==> config.mk <==
export PLATFORM = sky130hd
export DESIGN_NAME = siso_loopback_ctrl
export DESIGN_NICKNAME = d
export VERILOG_FILES = /design/src/rtl/siso_ctrl_pkg.sv /design/src/rtl/siso_bit_cnt.sv /design/src/rtl/siso_loopback_ctrl.sv
export SDC_FILE = /design/constraint.sdc
export NUM_CORES = 1
export LEC_CHECK = 0
export BUFFER_PORTS_ARGS = -buffer_cell sky130_fd_sc_hd__buf_4
export CAP_MARGIN = 20
export CORE_MARGIN = 4
export CORE_UTILIZATION = 45
export DETAILED_ROUTE_END_ITERATION = 6
export PLACE_DENSITY_LB_ADDON = 0.12
export SYNTH_ARGS = -nofsm -noshare
export SYNTH_HDL_FRONTEND = slang
export SYNTH_SLANG_ARGS = --single-unit
export TNS_END_PERCENT = 50
==> constraint.sdc <==
create_clock -name clk -period 2.2 [get_ports clk]
set_input_delay 0 -clock clk [delete_from_list [all_inputs] [get_ports clk]]
set_output_delay 0 -clock clk [all_outputs]
set_load 0.01 [all_outputs]
==> src/rtl/siso_ctrl_pkg.sv <==
// Shared types and sizing helpers for the SISO loopback controller.
package siso_ctrl_pkg;

  typedef enum logic [1:0] {
    IDLE = 2'd0,
    RUN  = 2'd1,
    HOLD = 2'd2
  } state_e;

  localparam int DEF_WIDTH = 8;
  localparam int DEF_DEPTH = 4;

  // Bits needed to count 0 .. n-1; never narrower than one bit.
  function automatic int cnt_width(input int n);
    return (n < 2) ? 1 : $clog2(n);
  endfunction

endpackage

==> src/rtl/siso_bit_cnt.sv <==
// Loadable up-counter that saturates at TERM and flags the terminal count.
module siso_bit_cnt #(
  parameter int CW   = 4,
  parameter int TERM = 11
) (
  input  logic          clk,
  input  logic          rst,
  input  logic          load,
  input  logic          en,
  output logic [CW-1:0] cnt,
  output logic          last
);

  logic [CW-1:0] cnt_reg;

  assign last = (cnt_reg == CW'(TERM));
  assign cnt  = cnt_reg;

  // Saturating at TERM keeps the counter from ever wrapping.
  always_ff @(posedge clk or posedge rst) begin
    if (rst) begin
      cnt_reg <= '0;
    end else if (load) begin
      cnt_reg <= '0;
    end else if (en && !last) begin
      cnt_reg <= cnt_reg + CW'(1);
    end
  end

endmodule

==> src/rtl/siso_loopback_ctrl.sv <==
// Serializes a word LSB-first into a SISO lane and reassembles it from the lane output.
// Optional rx-vs-tx self-check is enabled with the SISO_LOOPBACK_CHK_EN macro.
module siso_loopback_ctrl
  import siso_ctrl_pkg::*;
#(
  parameter int WIDTH = DEF_WIDTH,
  parameter int DEPTH = DEF_DEPTH
) (
  input  logic             clk,
  input  logic             rst,
  input  logic             in_valid,
  output logic             in_ready,
  input  logic [WIDTH-1:0] in_data,
  output logic             out_valid,
  input  logic             out_ready,
  output logic [WIDTH-1:0] out_data,
  output logic             sr_din,
  input  logic             sr_dout,
  output logic             busy,
  output logic             err
);

  localparam int CW   = cnt_width(WIDTH + DEPTH);
  localparam int TERM = WIDTH + DEPTH - 1;

  state_e           state_reg;
  state_e           state_next;
  logic [WIDTH-1:0] tx_reg;
  logic [WIDTH-1:0] rx_reg;
  logic [WIDTH-1:0] rx_next;
  logic [WIDTH-1:0] din_hit;
  logic [CW-1:0]    cnt;
  logic             cnt_last;
  logic             accept;
  logic             run;

  assign run      = (state_reg == RUN);
  assign accept   = (state_reg == IDLE) && in_valid;
  assign in_ready = (state_reg == IDLE);
  assign out_valid = (state_reg == HOLD);
  assign busy     = (state_reg == RUN) || (state_reg == HOLD);
  assign out_data = rx_reg;

  siso_bit_cnt #(
    .CW   (CW),
    .TERM (TERM)
  ) u_bit_cnt (
    .clk  (clk),
    .rst  (rst),
    .load (accept),
    .en   (run),
    .cnt  (cnt),
    .last (cnt_last)
  );

  always_ff @(posedge clk or posedge rst) begin
    if (rst) begin
      state_reg <= IDLE;
    end else begin
      state_reg <= state_next;
    end
  end

  always_comb begin
    state_next = state_reg;
    case (state_reg)
      IDLE:    if (in_valid)  state_next = RUN;
      RUN:     if (cnt_last)  state_next = HOLD;
      HOLD:    if (out_ready) state_next = IDLE;
      default: state_next = IDLE;
    endcase
  end

  // Bit gi goes out while cnt==gi and comes back DEPTH cycles later.
  genvar gi;
  generate
    for (gi = 0; gi < WIDTH; gi++) begin : g_bit
      assign din_hit[gi] = (cnt == CW'(gi)) && tx_reg[gi];
      assign rx_next[gi] = (run && (cnt == CW'(gi + DEPTH))) ? sr_dout : rx_reg[gi];
    end
  endgenerate

  assign sr_din = run && (|din_hit);

  always_ff @(posedge clk or posedge rst) begin
    if (rst) begin
      tx_reg <= '0;
      rx_reg <= '0;
    end else begin
      if (accept) begin
        tx_reg <= in_data;
      end
      rx_reg <= rx_next;
    end
  end

`ifdef SISO_LOOPBACK_CHK_EN
  logic err_reg;

  // rx_next already holds the final captured bit on the RUN->HOLD edge.
  always_ff @(posedge clk or posedge rst) begin
    if (rst) begin
      err_reg <= 1'b0;
    end else if (run && cnt_last && (rx_next != tx_reg)) begin
      err_reg <= 1'b1;
    end
  end

  assign err = err_reg;
`else
  assign err = 1'b0;
`endif

endmodule

==> Word-level counts from Yosys, hierarchy flattened <==
Index checks and enable logic that the tools add are counted.
Widths: inputs -> output; s select.
{ "totals": {"regBits": 22, "latchBits": 0, "ramBits": 0, "rom_bits": 0, "inputBits": 13, "output_inout_bits": 13, "wordCells": 60, "memories": 0} }
{ "classes": {"n_addsub": 1, "multipliers": 0, "n_div": 0, "n_lt_le_gt_ge": 0, "eq_ne": 16, "n_shift": 0, "n_mux": 6, "bitwise_logic": 0, "reduce_logical": 26} }
{ "ops": {"columns": ["cell", "n"], "rows": [
  ["$logic_and 1x1->1", 19],
  ["$eq 4x3->1 const B", 4],
  ["$eq 4x4->1 const B", 4],
  ["$eq 4x2->1 const B", 2],
  ["$mux 4", 2],
  ["$reduce_or 8->1", 1],
  ["$mux 2", 3],
  ["$pmux 2 s3", 1],
  ["$add 4x1->4 const B", 1],
  ["$eq 4x1->1 const B", 1],
  ["$logic_not 4->1", 1],
  ["$ne 2x1->1 const B", 2],
  ["$reduce_and 3->1", 1],
  ["$eq 2x1->1 const B", 1],
  ["$eq 2x2->1 const B", 1],
  ["$logic_not 2->1", 1],
  ["$ne 2x2->1 const B", 1],
  ["$reduce_bool 2->1", 1],
  ["$logic_not 1->1", 1],
  ["$logic_or 1x1->1", 1]
]} }

==> Logic depth before layout (Yosys ltp) <==
Gate-level depths: netlist (run 1).
{ "depth": {"ltp_word": 5, "mapped_depth": 6, "mapped_depth_nobuf": 5} }

==> Cells and area by module <==
Synthesis (run 1) repeated with hierarchy kept, for this count alone.
{ "unflattened": {"hier_cells": 98, "hier_area_um2": 1151.1} }
{ "by_module_without_submodules": {"columns": ["module", "n_inst", "cells_per_inst", "area_each_um2", "seq_area_each_um2"], "rows": [
  ["siso_loopback_ctrl", 1, 76, 932.1, 450.4],
  ["siso_bit_cnt", 1, 22, 219.0, 100.1]
]} }

==> Worst setup path after synthesis (run 1) <==
Ideal clock, no wire load.
{ "synth_timing": {"kind": "register to register", "startpoint": "register state_reg[1]", "endpoint": "register state_reg[0]", "setup_ns": 0.127, "arrival_time_ns": 1.457, "t_required_ns": 2.073, "slack_ns": 0.615, "stages_incl_launch_ff": 6, "path_buffers": 1, "period_less_slack_ns": 1.585, "path_cell_list": "dfrtp_1 -> inv_1 -> ha_1 -> clkbuf_8 -> a222oi_1 -> mux2_1"} }
{ "synth_via": {"elab_chain_len": 3, "elab_cells_between_ends": 8, "classes_between": "eq/ne: 5; mux: 1; reduce/logical: 2"} }
{ "synth_rtl": {"columns": ["element", "line", "rtl"], "rows": [
  ["start: declaration", "siso_loopback_ctrl.sv:26", "state_e state_reg;"],
  ["start signal: assignment", "siso_loopback_ctrl.sv:60", "state_reg <= state_next;"],
  ["$eq 2x1->1 (tied with other cells)", "siso_loopback_ctrl.sv:66", "case (state_reg)"],
  ["$ne 2x1->1 (no line) / $ne 2x2->1 (equally long branches)", null, null],
  ["$reduce_and 3->1 (no line)", null, null]
]} }
Several ways; a longest one is shown, not always the timed one.
A chain may end at the register's enable or synchronous reset.

==> Worst setup path in the final report (run 1) <==
{ "layout_timing": {"startpoint": "register state_reg[1]", "endpoint": "output port sr_din"} }
{ "layout_via": {"elab_chain_len": 2} }
{ "layout_rtl": {"columns": ["element", "line", "rtl"], "rows": [
  ["$eq 2x1->1", "siso_loopback_ctrl.sv:37", "assign run = (state_reg == RUN);"],
  ["$logic_and 1x1->1", "siso_loopback_ctrl.sv:83", "assign sr_din = run && (|din_hit);"],
  ["end: declaration", "siso_loopback_ctrl.sv:17", "output logic sr_din,"]
]} }
Every way passes these cells.

==> run_results.csv, run 1 <==
group,metric,value,unit
floorplanning,initial_utilization,47.17,%
critical_path,critPathKind,"reg2out",
global_route,grt_pass1_wl,3781,µm
critical_path,end_kind,"output pin",
cts,path_clk_slew,0.12,ns
yosys,synth_nets,117,
yosys,synth_cell_type_count,31,
global_route,grt.total_usage,14.08,%
yosys,synth_top_family_by_area,"multiplexers",
power,vdd_drop_max,0.7085,mV
sta,drv_slew,0,
yosys,synth_compound_area_share,9.529,%
global_route,antenna_found_initial,0,
routing,drcViolationCount,0,
routing,via_per_inst,5.269,
critical_path,crit_buf_inv,3,
cts,clock-sinks,22,
cts,cts_tree,"built",
critical_path,slowest_delay,0.41,ns
floorplanning,die_area,0.003476,mm²
routing,drt_iter0_drc,12,
sta,worstMarginPinSlew,0.8078,ns
placement,io_buffers,24,
layout,drive_gt1_share,35.38,%
floorplanning,core_area,0.002477,mm²
worst_hold_path,hp-class,"in2reg",
critical_path,crit_top_cell,"inv_1",
critical_path,crit_path_top_delay_cell,"dfrtp_1",
yosys,netlist_instances,96,
layout,layout_common_cells,"buf_4 (24), dfrtp_1 (22), mux2_2 (16), dlygate4sd3_1 (11), ha_1 (8)",
sta,min_period,1.931,ns
cts,root_buffer,"clkbuf_4",
sta,setup_tns,0,ns
global_route,grt_max_degree,23,
cts,ctsLongestPathBuffers,2,
sta,clock_skew,0.005338,ns
layout,final_common_cell,"buf_4",
routing,routedWlPerCell,13.56,µm
yosys,seq_area_frac_synth,47.11,%
routing,dr_total_vias,843,
yosys,synth_seq_cells,22,
critical_path,path_max_fanout,11,
sta,finalWorstSetupSlack,0.2691,ns
yosys,synth_xor_area_share,0.7495,%
sta,max_slew_margin,46.09,%
cts,clk_latency,0.31,ns
power,power_leakage,0.7237,nW
sta,setup_viol,0,
floorplanning,row_count,18,
yosys,yosys.area_share.adder,8.565,%
yosys,synthSimpleGateAreaFrac,10.17,%
routing,wirelength,2170,µm
job,drv_cap,0,
sta,finalHoldViolations,0,
cts,cts-htree-levels,1,
yosys,muxShareOfSynthArea,17.24,%
placement,post-place-ws,0.4338,ns
critical_path,cp_top_family,"buffers and inverters",
critical_path,cp_data_required_time,2.20,ns
run_status,status,"finished, final reports clean",
placement,place_hpwl,1619,µm
yosys,avgSynthCellArea,12.17,µm²
floorplanning,die_w,58.96,µm
cts,cts_resized,0,
sta,holdWs,0.08904,ns
placement,globalplace.congestion,0.8288,
layout,nets,153,
layout,fin_util,59.55,%
critical_path,crit_chain,"inv_1, ha_1, inv_1, o41ai_1, buf_4",
layout,fill_cells,218,
routing,drt-pass1-iter-count,4,
global_route,grt_pass1_vias,846,
yosys,syn-cell-area,0.001169,mm²
critical_path,cp-start-kind,"flip-flop",
sta,period_share,87.77,%
critical_path,crit_arrival,1.93,ns
power,p_per_area,1120,mW/mm²
sta,rsz0062_at_grt,"false",
routing,ant_nets,0,
global_route,grt_remaining_overflow,0,
layout,synthToLayoutAreaGrowth,26.23,%
sta,fmax,0.5179,GHz
layout,diodes,0,
yosys,yosys_warnings,0,
floorplanning,num_io_pins,26,
cts,cts_buffers,3,
floorplanning,chipHeight,58.96,µm
[per-stage QoR]
stage	power (W)	instances	instance area (µm²)
floorplan	0.001219	96	1169
finish	0.001652	160	1475
global placement	0.001453	146	1343
CTS	0.001680	160	1475
global route	0.001787	160	1475
detailed placement	0.001476	146	1343
[cell usage after synthesis (all sizes together)]
master   instances  area [µm²]
a222oi           1       10.01
buf              3       30.03
nand3b           1       20.02
mux2            17       191.4
mux2i            1       10.01
nand4            1       6.260
inv              7       26.28
ha               8       100.1
a2bb2oi          1       8.760
nand3            4       20.02
a221oi           1       8.760
o41ai            1       8.760
xor2             1       8.760
clkinv           1       3.750
o21ai            3       15.01
nand4b           1       8.760
a22o             3       27.53
dfrtp           22       550.5
nor2             1       3.750
a22oi            1       7.510
conb             1       3.750
a21boi           2       15.01
nand2            7       26.28
clkbuf           1       13.76
nor2b            1       6.260
and3b            3       27.53
a21oi            2       10.01
[report_power, final]
group	switching (W)	internal (W)
logic	0.000343	0.000427
registers	0.000120	0.000578
clock network	0.000120	0.0000641
[worst register-to-register path, stage by stage, from the launching register on]
cell and delay (ns):
dfrtp_1 0.43, ha_1 0.36, nand3b_4 0.11, a222oi_1 0.40, mux2_1 0.37
[layout make-up]
type,count,area (µm²),share of cell area (%)
Clock buffer,3,22.52,1.527
Inverter,8,30.03,2.036
Multi-Input combinational cell,62,544.3,36.90
Sequential cell,22,550.5,37.32
Tap cell,30,37.54,2.545
Timing Repair Buffer,35,290.3,19.68
[layer usage]
layer | global-route usage, % | vias up | wire (µm)
met3 | 2.412 | 6 | 98
met5 | 0 | - | 0
met2 | 22.71 | 18 | 1022
li1 | - | 405 | -
met1 | 18.66 | 414 | 1009
met4 | 5.825 | 0 | 40
[repair_timing]
item,4_1_cts,5_1_grt
setup endpoints to repair,0,0
hold buffers,11,0
setup buffers,0,0
hold endpoints to repair,40,0
[kinds of logic (layout without fill, tap and decap cells)]
logic type,Yosys count,in the layout
flops,22,22
other cells,1,1
buf+inv,12,46
fa+ha+maj,8,8
simple gates,19,19
compound gates,15,15
mux,18,18
xor+xnor,1,1
[path summary, 6_finish.rpt]
kind	start	to	slack, ns	depth (start not counted)
min	out_ready	state_reg[1]	0.09	4
max	state_reg[1]	sr_din	0.27	5
min reg2reg	out_data[1]	out_data[1]	0.52	1
min in group asynchronous	rst	tx_reg[1]	0.39	3
max in group asynchronous	rst	out_data[1]	1.31	3
max reg2reg	u_bit_cnt.cnt[0]	state_reg[0]	0.43	4
Power figures use the tool's default switching activity.
==> run 2: changes to the inputs <==
--- a/config.mk
+++ b/config.mk
@@ -8,7 +8,7 @@
 export BUFFER_PORTS_ARGS = -buffer_cell sky130_fd_sc_hd__buf_4
 export CAP_MARGIN = 20
 export CORE_MARGIN = 4
-export CORE_UTILIZATION = 45
+export CORE_UTILIZATION = 52
 export DETAILED_ROUTE_END_ITERATION = 6
 export PLACE_DENSITY_LB_ADDON = 0.12
 export SYNTH_ARGS = -nofsm -noshare
==> run 2 against run 1 <==
Effect of this change: sequential power rose by 0.7%; global-route usage rose by 2.0 points; non-clock buffer count did not move; fmax fell by 3.8%; design area fell by 0.25%; critical path type unchanged; largest cell class unchanged.
==> run_results.csv, run 2 (synthesized netlist as in run 1, its figures left out) <==
group,metric,value,unit
run_status,status,"finished, final reports clean",
power,power_leakage,0.7237,nW
cts,cts_setup_buffers,0,
worst_hold_path,hp-class,"in2reg",
cts,root_buffer,"clkbuf_4",
routing,wirelength,2291,µm
sta,worstMarginPinSlew,0.8199,ns
layout,layout.cells.non_filler,157,
routing,routedWlPerCell,14.59,µm
sta,finalWorstSetupSlack,0.1933,ns
cts,clock-sinks,22,
sta,clock_skew,0.001877,ns
power,intPower,0.001071,W
placement,io_buffers,24,
cts,clk_latency,0.30,ns
placement,place_hpwl,1695,µm
global_route,grt_remaining_overflow,0,
sta,rsz0062_at_grt,"false",
power,power_frac_seq,42.1,%
cts,cts-htree-levels,1,
sta,fmax,0.4983,GHz
cts,cts_buffers,3,
placement,post-place-ws,0.4515,ns
critical_path,cp_data_required_time,2.20,ns
floorplanning,core_area,0.002042,mm²
critical_path,slowest_delay,0.42,ns
critical_path,crit_start,"state_reg[1]",
critical_path,crit_path_top_delay_cell,"dfrtp_1",
global_route,use_met2,28.72,%
critical_path,r2r-start,"u_bit_cnt.cnt[1]",
routing,dr_total_vias,849,
power,power.switching,0.0006018,W
critical_path,r2r_slack,0.43,ns
power,vdd_drop_max,0.7466,mV
cts,cts_tree,"built",
floorplanning,die_area,0.003070,mm²
global_route,grt_pass1_vias,877,
floorplanning,row_count,16,
floorplanning,die_w,55.41,µm
critical_path,path_max_fanout,11,
routing,via_per_inst,5.408,
critical_path,crit_chain,"inv_1, ha_1, inv_1, o41ai_1, buf_4",
global_route,gr-usage-met1,18.81,%
global_route,grt.busiest_layer,"met2",
critical_path,r2r_cells,4,
sta,drv_slew,0,
layout,diodes,0,
critical_path,endpoint,"sr_din",
critical_path,critPathKind,"reg2out",
layout,final_common_cell,"buf_4",
routing,drt-pass1-iter-count,5,
sta,setup_viol,0,
critical_path,r2r_end,"state_reg[0]",
global_route,antenna_found_initial,0,
routing,ant_nets,0,
sta,setup_tns,0,ns
power,p_sw_share,35.98,%
power,p_comb_share,47.1,%
layout,drive_gt1_share,35.38,%
layout,nets,153,
floorplanning,initial_utilization,57.23,%
placement,globalplace.congestion,0.7503,
cts,cts_resized,0,
global_route,grt_max_degree,23,
placement,placedCellCount,143,
layout,layout_common_cells,"buf_4 (24), dfrtp_1 (22), mux2_2 (16), dlygate4sd3_1 (11), ha_1 (8)",
critical_path,cp_top_family,"buffers and inverters",
global_route,grt.total_usage,16.08,%
cts,path_clk_slew,0.11,ns
critical_path,crit_buf_inv,3,
job,drv_cap,0,
global_route,use_met3,3.030,%
sta,period_share,91.21,%
floorplanning,num_io_pins,26,
layout,synthToLayoutAreaGrowth,25.91,%
power,p_per_area,1137,mW/mm²
critical_path,cp.depth,5,
sta,min_period,2.007,ns
critical_path,end_kind,"output pin",
floorplanning,chipHeight,55.41,µm
sta,max_slew_margin,45.28,%
cts,ctsLongestPathBuffers,2,
power,total_power,0.001673,W
power,clkPwrFrac,10.9,%
sta,finalHoldViolations,0,
layout,fin_util,72.06,%
critical_path,crit_arrival,2.01,ns
critical_path,crit_top_cell,"inv_1",
routing,drt_iter0_drc,11,
routing,drcViolationCount,0,
global_route,grt_pass1_wl,3960,µm
critical_path,cp-start-kind,"flip-flop",
run 2: cell counts in the layout (fill, tap and decap cells not counted):
Identical to the previous run, type by type.
run 2: power groups by stage:
| stage | clock [W] | combinational, W | sequential [W] |
|---|---|---|---|
| detailed placement | 0 | 0.000782 | 0.000709 |
| CTS | 0.000183 | 0.000799 | 0.000700 |
| floorplan | 0 | 0.000526 | 0.000692 |
| global route | 0.000199 | 0.000868 | 0.000725 |
| global placement | 0 | 0.000748 | 0.000697 |
| finish | 0.000181 | 0.000788 | 0.000703 |
run 2: worst register-to-register path, delay by kind of cell (launching register included):
kind	cells	cell delay, ns
flops	1	0.43
mux	1	0.36
compound gates	1	0.40
fa+ha+maj	1	0.36
simple gates	1	0.11
run 2: worst min path at each step:
stage                   endpoint  slack (ns)  cells past startpoint      start
floorplan            out_data[0]       -0.01                      1        rst
CTS                 state_reg[1]        0.09                      4  out_ready
detailed placement   out_data[0]        0.21                      2        rst
global placement     out_data[0]        0.20                      2        rst
global route        state_reg[1]        0.15                      4  out_ready
finish              state_reg[1]        0.09                      4  out_ready
run 2: area by class of cell:
type	instances	area [µm²]
Fill cell	170	570.5
Sequential cell	22	550.5
Multi-Input combinational cell	62	544.3
Timing Repair Buffer	35	290.3
Tap cell	27	33.78
Inverter	8	30.03
Clock buffer	3	22.52
run 2: what timing repair did:
item | CTS | global route
hold buffers | 11 | 0
endpoints found under the hold margin | 40 | 0
endpoints found under the setup margin | 0 | 0
run 2: per-layer routing:
layer	up-vias	routed length, µm	part of all wire, %
met3	5	116	5.1
li1	405	-	-
met1	409	971	42
met2	30	1167	51
met5	-	0	0
met4	0	36	1.6
run 2: metrics by stage:
stage                     instance area, µm²  hold WS [ns]
after floorplan                         1169      -0.01077
after global placement                  1339        0.1956
after detailed placement                1339        0.2098
after CTS                               1471       0.09391
after global routing                    1471        0.1455
final                                   1471       0.09360
